--- src/rtl/seg_scan_if.sv ---
// rtl/seg_scan_if.sv - control/display signal bundle between scan controller and display side
interface seg_scan_if #(
  parameter int NUM_DIG = 6
);
  logic               en;
  logic               lz_en;
  logic [2:0]         dp_pos;
  logic [3:0]         bcd_in;
  logic [3:0]         sel;
  logic [NUM_DIG-1:0] an;
  logic [6:0]         seg;
  logic               dp;
  logic               frame_tick;

  modport master (
    output en, lz_en, dp_pos, bcd_in,
    input  sel, an, seg, dp, frame_tick
  );

  modport slave (
    input  en, lz_en, dp_pos, bcd_in,
    output sel, an, seg, dp, frame_tick
  );
endinterface

--- src/rtl/seg_scan_ctrl.sv ---
// rtl/seg_scan_ctrl.sv - 6-digit 7-segment scan controller with blanking gap,
// leading-zero suppression and per-frame tick
module seg_scan_ctrl #(
  parameter int CLK_DIV   = 50000,
  parameter int BLANK_CYC = 500,
  parameter int NUM_DIG   = 6
) (
  input  logic      clk,
  input  logic      rst_n,
  seg_scan_if.slave bus
);
  localparam int CW = (CLK_DIV > 1) ? $clog2(CLK_DIV) : 1;
  localparam logic [3:0]    LAST_SEL = 4'(NUM_DIG - 1);
  localparam logic [CW-1:0] BLANK_END = CW'(BLANK_CYC - 1);
  localparam logic [CW-1:0] SLOT_END  = CW'(CLK_DIV - 1);

  typedef enum logic [1:0] {IDLE, BLANK, SHOW} state_t;

  state_t             r_state;
  logic [CW-1:0]      r_cnt;
  logic [3:0]         r_sel;
  logic [NUM_DIG-1:0] r_an;
  logic [6:0]         r_seg;
  logic               r_dp;
  logic               r_tick;
  logic               r_lz;

  logic       w_digit_nz;
  logic       w_suppress;
  logic       w_dp_hit;
  logic [6:0] w_pattern;

  function automatic logic [6:0] decode(input logic [3:0] v);
    case (v)
      4'd0:    decode = 7'h40;
      4'd1:    decode = 7'h79;
      4'd2:    decode = 7'h24;
      4'd3:    decode = 7'h30;
      4'd4:    decode = 7'h19;
      4'd5:    decode = 7'h12;
      4'd6:    decode = 7'h02;
      4'd7:    decode = 7'h78;
      4'd8:    decode = 7'h00;
      4'd9:    decode = 7'h10;
      default: decode = 7'h7F;
    endcase
  endfunction

  // lz flag stays set only while every digit so far in the frame was zero or non-decimal
  assign w_digit_nz = (bus.bcd_in != 4'd0) && (bus.bcd_in <= 4'd9);
  assign w_suppress = bus.lz_en && r_lz && (bus.bcd_in == 4'd0) && (r_sel != 4'd0);
  assign w_dp_hit   = ({1'b0, bus.dp_pos} == r_sel);
  assign w_pattern  = w_suppress ? 7'h7F : decode(bus.bcd_in);

  always_ff @(posedge clk or negedge rst_n) begin
    if (!rst_n) begin
      r_state <= IDLE;
      r_cnt   <= '0;
      r_sel   <= LAST_SEL;
      r_an    <= '1;
      r_seg   <= 7'h7F;
      r_dp    <= 1'b1;
      r_tick  <= 1'b0;
      r_lz    <= 1'b1;
    end else begin
      r_tick <= 1'b0;
      if (!bus.en) begin
        r_state <= IDLE;
        r_cnt   <= '0;
        r_sel   <= LAST_SEL;
        r_an    <= '1;
        r_seg   <= 7'h7F;
        r_dp    <= 1'b1;
        r_lz    <= 1'b1;
      end else begin
        case (r_state)
          IDLE: begin
            r_state <= BLANK;
            r_cnt   <= '0;
            r_sel   <= LAST_SEL;
            r_lz    <= 1'b1;
          end
          BLANK: begin
            r_cnt <= r_cnt + CW'(1);
            // segments and the anode switch on together so no stale pattern is ever lit
            if (r_cnt == BLANK_END) begin
              r_seg   <= w_pattern;
              r_dp    <= ~w_dp_hit;
              r_an    <= ~(NUM_DIG'(1) << r_sel);
              r_state <= SHOW;
              if (w_digit_nz) begin
                r_lz <= 1'b0;
              end
            end
          end
          SHOW: begin
            if (r_cnt == SLOT_END) begin
              r_cnt   <= '0;
              r_an    <= '1;
              r_state <= BLANK;
              if (r_sel == 4'd0) begin
                r_sel  <= LAST_SEL;
                r_lz   <= 1'b1;
                r_tick <= 1'b1;
              end else begin
                r_sel <= r_sel - 4'd1;
              end
            end else begin
              r_cnt <= r_cnt + CW'(1);
            end
          end
          default: r_state <= IDLE;
        endcase
      end
    end
  end

  assign bus.sel        = r_sel;
  assign bus.an         = r_an;
  assign bus.seg        = r_seg;
  assign bus.dp         = r_dp;
  assign bus.frame_tick = r_tick;
endmodule
--- src/flat_wrapper.sv ---
// flat-port wrapper written by rule: the top's interface ports become plain ports
module seg_scan_ctrl_flat 
#(
  parameter int CLK_DIV   = 50000,
  parameter int BLANK_CYC = 500,
  parameter int NUM_DIG   = 6
)
  (clk, rst_n, bus_en, bus_lz_en, bus_dp_pos, bus_bcd_in, bus_sel, bus_an, bus_seg, bus_dp, bus_frame_tick);
  seg_scan_if #(.NUM_DIG(NUM_DIG)) bus_i ();
  input  logic clk;
  input  logic rst_n;
  input wire logic [$bits(bus_i.en)-1:0] bus_en;
  input wire logic [$bits(bus_i.lz_en)-1:0] bus_lz_en;
  input wire logic [$bits(bus_i.dp_pos)-1:0] bus_dp_pos;
  input wire logic [$bits(bus_i.bcd_in)-1:0] bus_bcd_in;
  output wire logic [$bits(bus_i.sel)-1:0] bus_sel;
  output wire logic [$bits(bus_i.an)-1:0] bus_an;
  output wire logic [$bits(bus_i.seg)-1:0] bus_seg;
  output wire logic [$bits(bus_i.dp)-1:0] bus_dp;
  output wire logic [$bits(bus_i.frame_tick)-1:0] bus_frame_tick;
  assign bus_i.en = bus_en;
  assign bus_i.lz_en = bus_lz_en;
  assign bus_i.dp_pos = bus_dp_pos;
  assign bus_i.bcd_in = bus_bcd_in;
  assign bus_sel = bus_i.sel;
  assign bus_an = bus_i.an;
  assign bus_seg = bus_i.seg;
  assign bus_dp = bus_i.dp;
  assign bus_frame_tick = bus_i.frame_tick;
  seg_scan_ctrl #(.CLK_DIV(CLK_DIV), .BLANK_CYC(BLANK_CYC), .NUM_DIG(NUM_DIG)) u_core (.clk(clk), .rst_n(rst_n), .bus(bus_i));
endmodule
--- config.mk ---
export PLATFORM = sky130hd
export DESIGN_NAME = seg_scan_ctrl_flat
export DESIGN_NICKNAME = d
export VERILOG_FILES = /design/src/rtl/seg_scan_if.sv /design/src/rtl/seg_scan_ctrl.sv /design/src/flat_wrapper.sv
export SDC_FILE = /design/constraint.sdc
export NUM_CORES = 1
export LEC_CHECK = 0
export ABC_AREA = 1
export CAP_MARGIN = 20
export CORE_UTILIZATION = 50
export CTS_BUF_LIST = sky130_fd_sc_hd__clkbuf_16
export DETAILED_ROUTE_END_ITERATION = 10
export PLACE_DENSITY = 0.73
export SETUP_SLACK_MARGIN = 0.15
export SYNTH_ARGS = -nofsm -noshare
export SYNTH_HDL_FRONTEND = slang
export SYNTH_SLANG_ARGS = --single-unit
--- constraint.sdc ---
create_clock -name clk -period 1.8 [get_ports clk]
set_input_delay 0.36 -clock clk [delete_from_list [all_inputs] [get_ports clk]]
set_output_delay 0.36 -clock clk [all_outputs]
set_load 0.005 [all_outputs]
== Word level (Yosys, flattened, before mapping) ==
Memory sizes are Yosys's and may differ from the RTL's.
Cells that the tools add are included.

* Register bits: 38
* ROM bits: 112
* Input bits: 11
* Output and inout bits: 19
* Logic and storage cells: 75
* Memories kept: 1

{| class="wikitable"
|+ Memory list
! name !! words !! bits a word !! rd ports !! clocked after Yosys merged registers in !! wr ports !! RTL line !! RTL
|-
| (no name shown) || 16 || 7 || 1 || 0 || 0 || seg_scan_ctrl.sv:34 || <nowiki>case (v)</nowiki>
|}

* Add/subtract/negate cells: 2
* $lt $le $gt $ge: 1
* Eq/ne operators: 14
* Shift-type cells: 1
* Muxes and demuxes: 32
* Bitwise gates (word level): 2
* Reduce and logical (&&, ||, !) cells: 14

{| class="wikitable"
|+ Operators by type and width
! kind !! count
|-
| $pmux 16 s3 || 1
|-
| $mux 16 || 2
|-
| $mux 7 || 4
|-
| $mux 6 || 3
|-
| $add 16x1->16 const B || 1
|-
| $eq 16x16->1 const B || 1
|-
| $eq 16x9->1 const B || 1
|-
| $mux 1 || 12
|-
| $mux 4 || 3
|-
| $ne 3x2->1 const B || 4
|-
| $pmux 6 s2 || 1
|-
| $logic_not 4->1 || 2
|-
| $pmux 4 s2 || 1
|-
| $reduce_bool 4->1 || 2
|-
| $mux 2 || 3
|-
| $ne 3x1->1 const B || 2
|-
| $not 6->6 || 1
|-
| $pmux 2 s3 || 1
|-
| $reduce_and 2->1 || 3
|-
| $shl 1x4->6 const A || 1
|-
| $reduce_and 5->1 || 1
|-
| $eq 3x4->1 || 1
|-
| $le 4x4->1 const B || 1
|-
| $logic_and 1x1->1 || 4
|-
| other kinds (9) || 10
|}

== Longest topological paths before layout ==
* Depth after elaboration: 7
* Depth in mapped cells: 10
* Mapped depth without buffers: 10

== Worst setup path after synthesis ==
Ideal clock, no wire load.

* Path type: reg2reg
* From: reg u_core.r_state[0]
* To: reg u_core.r_cnt[6]
* Library setup time: 78 ps
* Data arrival time: 1479 ps
* Required time: 1722 ps
* Path slack: 243 ps
* Stages on the path, launching flop included: 8
* Path buffers: 1
* Period minus slack after synthesis: 1557 ps
* Path through: dfrtp_1 > inv_1 > ha_1 > nor3_2 > buf_2 > nor2_1 > xor2_1 > a21oi_1

* Cells in the longest elaborated chain, start to end: 3
* Elaborated cells on any way between the ends: 6

{| class="wikitable"
|+ Ends and longest elaborated chain
! element !! RTL line !! RTL
|-
| from (decl) || seg_scan_ctrl.sv:19 || <nowiki>state_t r_state;</nowiki>
|-
| from (signal assigned) || seg_scan_ctrl.sv:57 || <nowiki>r_state <= IDLE;</nowiki>
|-
| from (signal assigned) || seg_scan_ctrl.sv:68 || <nowiki>r_state <= IDLE;</nowiki>
|-
| from (signal assigned) || seg_scan_ctrl.sv:78 || <nowiki>r_state <= BLANK;</nowiki>
|-
| $eq 2x2->1 (tied with other cells) || seg_scan_ctrl.sv:76 || <nowiki>case (r_state)</nowiki>
|-
| $pmux 16 s3 || seg_scan_ctrl.sv:76 ||
|-
| $mux 16 || seg_scan_ctrl.sv:67 || <nowiki>if (!bus.en) begin</nowiki>
|-
| to (signal assigned) || seg_scan_ctrl.sv:84 || <nowiki>r_cnt <= r_cnt + CW'(1);</nowiki>
|-
| to (signal assigned) || seg_scan_ctrl.sv:109 || <nowiki>r_cnt <= r_cnt + CW'(1);</nowiki>
|-
| to (decl) || seg_scan_ctrl.sv:20 || <nowiki>logic [CW-1:0] r_cnt;</nowiki>
|}

Parallel ways exist; a longest one is shown, timed or not.
A chain may end at the register's enable or synchronous reset.

== Worst setup path in the final report ==
* From: reg u_core.r_state[1]
* To: reg u_core.r_cnt[3]

The elaborated chain is that of the path after synthesis.

==> flow_metrics.py <==
metrics = {
    "power_and_ir_drop": {
        "p_switching_mw": 1.46,
        "cellPowerDensity_mw_per_mm2": 1190,
        "pwr-share-seq_pct": 32.8,
        "power.leakage_nw": 1.56,
        "p_clk_share_pct": 21.8,
        "ir_drop_mv": 0.718,
        "power_mw": 3.88,
        "p_int_mw": 2.42,
        "power_frac_comb_pct": 45.5,
        "switching_share_pct": 37.7,
    },
    "yosys": {
        "syn_area_sq_mm": 0.00251,
        "synth_xor_area_share_pct": 3.84,
        "synth-async-reset-ratio_pct": 100,
        "syn_avg_cell_area_sq_um": 7.49,
        "synth_fa_ha_area_share_pct": 4.49,
        "synth_top_area_share_pct": 20.9,
        "synth_edf_count": 0,
        "ys_warn_count": 0,
        "synth_area_leaders": "dfrtp_1 (21%), dfstp_2 (18%), nand2_1 (15%)",
        "synth_top_family_by_area": "simple AND/OR/NAND/NOR gates",
        "synth.most_common_cell": "nand2_1",
        "synth_seq_area_share_pct": 38.7,
        "synthesis.nets": 355,
        "muxShareOfSynthArea_pct": 0,
        "synth_cell_types": 33,
        "yosys.area.top_type": "dfrtp_1",
        "yosys-top-cells-count": "nand2_1 (99), nor2_1 (38), nand3_1 (33)",
        "synth-compound-area-share_pct": 6.93,
        "yosys.area_share.simple_pct": 39.1,
        "synthFlopType": "dfrtp_1",
        "synth_seq_cells": 38,
        "synth_cells": 335,
    },
    "sta": {
        "tns_ps": 0,
        "hold_viol_final": 0,
        "finalWorstPathRequiredPeriod_ps": 1590,
        "maxSlewViolCount": 0,
        "setup_violations": 0,
        "clock_skew_ps": 4.67,
        "fmax_mhz": 628,
        "rsz0062_at_grt": "no",
        "relSlewSlack_pct": 67.6,
        "tightest_slew_ps": 486,
        "post-route-period-util_pct": 88.5,
        "whs_ps": 121,
    },
    "setup_path": {
        "crit_chain": "inv_2 > ha_4 > nor3_4 > clkinvlp_4 > buf_4 > a21oi_1",
        "r2r_cells": 6,
        "critical_path_class": "reg2reg",
        "cp.required_ps": 2000,
        "start_kind": "register",
        "slowest_delay_ps": 400,
        "r2r-end": "u_core.r_cnt[3]",
        "cp_slowest_cell": "dfrtp_1",
        "crit-reg2reg-launch": "u_core.r_state[1]",
        "rrSetupSlack_ps": 210,
        "endpoint_kind": "register",
        "crit_arrival_ps": 1790,
        "critPathMaxFanout": 7,
    },
    "clock_tree": {
        "ctsRootBufferMaster": "clkbuf_16",
        "htree_levels": 2,
        "clkLatencyLatePin_ps": 280,
        "postCtsHoldBufs": 0,
        "clk_pin_slew_ps": 60,
        "cts_sinks": 38,
        "clockBufferDepth": 2,
        "numCtsBuffers": 5,
        "cts_tree": "built",
    },
    "die": {
        "rows": 25,
        "io_pins": 30,
        "initial_core_util_pct": 52.4,
        "core-area_sq_mm": 0.00479,
        "dieWidth_um": 72.9,
        "dieArea_sq_mm": 0.00531,
        "dieHeight_um": 72.9,
    },
    "placed_design": {
        "io_buffer_count": 29,
        "place_hpwl_um": 3940,
        "place.gp.congestion": 0.832,
    },
    "route": {
        "ant_nets": 0,
        "viasPerCell": 5.13,
        "wire_per_inst_um": 12.6,
        "drt-initial-drc-count": 242,
        "drc": 0,
        "drtPass1Iterations": 4,
        "routed_wl_um": 5870,
        "vias": 2381,
    },
    "cells_and_area": {
        "multi_input_area_sq_mm": 0.00145,
        "synthToLayoutAreaGrowth_pct": 30.1,
        "diodes": 0,
        "drive_above_1_share_pct": 24.7,
        "num-fill-cells": 411,
        "nets": 416,
        "regArea_sq_um": 976,
    },
    "global_route": {
        "grt_pass1_wl_um": 9280,
        "antenna_found_initial": 0,
        "grt_pass1_vias": 2104,
        "gr-total-overflow": 0,
        "grt_max_degree": 39,
        "track_usage_pct": 22.6,
    },
    "flow_run": {
        "drv_cap": 0,
    },
    "hold_path": {
        "hp-class": "in2async",
    },
    "status": {
        "status": "completed",
    },
}
[metrics by stage]
stage | instance area (sq um) | util [%] | worst slack, ps | std cells
5_1_grt | 3270 | 68.2 | 147 | 464
3_5_place_dp | 2940 | 61.4 | -93.4 | 440
6_report | 3270 | 68.2 | 206 | 464
2_1_floorplan | 2510 | - | 243 | 335
3_3_place_gp | 2940 | 61.4 | -22.5 | 440
4_1_cts | 3070 | 64.2 | 138 | 450
[power by group through the flow]
| stage | registers (mW) | logic (mW) | clock network [mW] |
|---|---|---|---|
| 2_1_floorplan | 1.31 | 0.898 | 0 |
| 3_3_place_gp | 1.31 | 1.47 | 0 |
| 3_5_place_dp | 1.31 | 1.49 | 0 |
| 4_1_cts | 1.26 | 1.46 | 0.855 |
| 5_1_grt | 1.29 | 1.96 | 0.886 |
| 6_report | 1.27 | 1.76 | 0.845 |
[registers in the layout, indices dropped and copies added, names as in the netlist]
| name | count |
|---|---|
| u_core.r_lz | 1 |
| u_core.bus.seg | 7 |
| u_core.r_cnt | 16 |
| u_core.bus.frame_tick | 1 |
| u_core.bus.an | 6 |
| u_core.bus.sel | 4 |
| u_core.r_state | 2 |
| u_core.bus.dp | 1 |
[cell type report]
class / count / share of cell area, %
clock buffer: 5 / 3.83
clock inverter: 3 / 0.383
inverter: 34 / 3.91
multi-input combinational: 260 / 44.5
sequential: 38 / 29.9
tap: 67 / 2.57
timing repair buffer: 56 / 14.7
timing repair inverter: 1 / 0.230
[routing by layer]
metal | up-vias | global-route usage (%) | routed length (um)
li1 | 1206 | - | -
met1 | 1096 | 30.9 | 2810
met2 | 68 | 35.8 | 2680
met3 | 11 | 4.70 | 292
met4 | 0 | 7.63 | 92
met5 | - | 0 | 0
[critical path, delay by kind of cell (launching register included)]
family	cells	cell delay (ps)
compound gates	1	140
flops	1	400
buf+inv	3	510
simple gates	1	240
fa+ha+maj	1	210
[worst max-delay path by stage]
stage | from | to | slack [ps]
2_1_floorplan | u_core.r_state[0] | u_core.r_cnt[6] | 240
3_3_place_gp | bus_bcd_in[0] | u_core.bus.seg[4] | -20
3_5_place_dp | bus_bcd_in[0] | u_core.bus.seg[4] | -90
4_1_cts | u_core.bus.sel[2] | bus_sel[2] | 140
5_1_grt | bus_bcd_in[1] | u_core.bus.seg[4] | 150
6_report | u_core.r_state[1] | u_core.r_cnt[3] | 210
[cell families (layout without fill, tap and decap cells)]
logic type | after synthesis | in the layout
and+or+nand+nor | 209 | 211
buffers and inverters | 39 | 99
DFF | 38 | 38
AOI/OAI and AO/OA | 29 | 29
xor gates and xnor gates | 11 | 11
adders and majority gates | 9 | 9
[cell usage in the layout, fill, tap and decap left out, types with 5 or more instances in the layout]
cell type and instances:
nand2_2 7, ha_1 6, xor2_1 10, a21oi_1 9
dlygate4sd2_1 15, dfrtp_1 18, nor2_2 7, dfstp_2 17
nand4_1 12, inv_2 7, nand2_1 97, inv_1 28
nor2_1 36, nand3_1 33, clkdlybuf4s50_1 10, buf_4 26
o21ai_1 5, o21ai_0 6, clkbuf_16 5, nand2_4 7
[repair_timing]
action	in CTS	in global routing
pin swaps	0	6
setup buffers	2	11
gates resized for setup	16	25
gates cloned	0	3
endpoints found under the setup margin	17	32
endpoints found under the hold margin	0	0
Note: power is estimated with default switching activity, not from simulation.
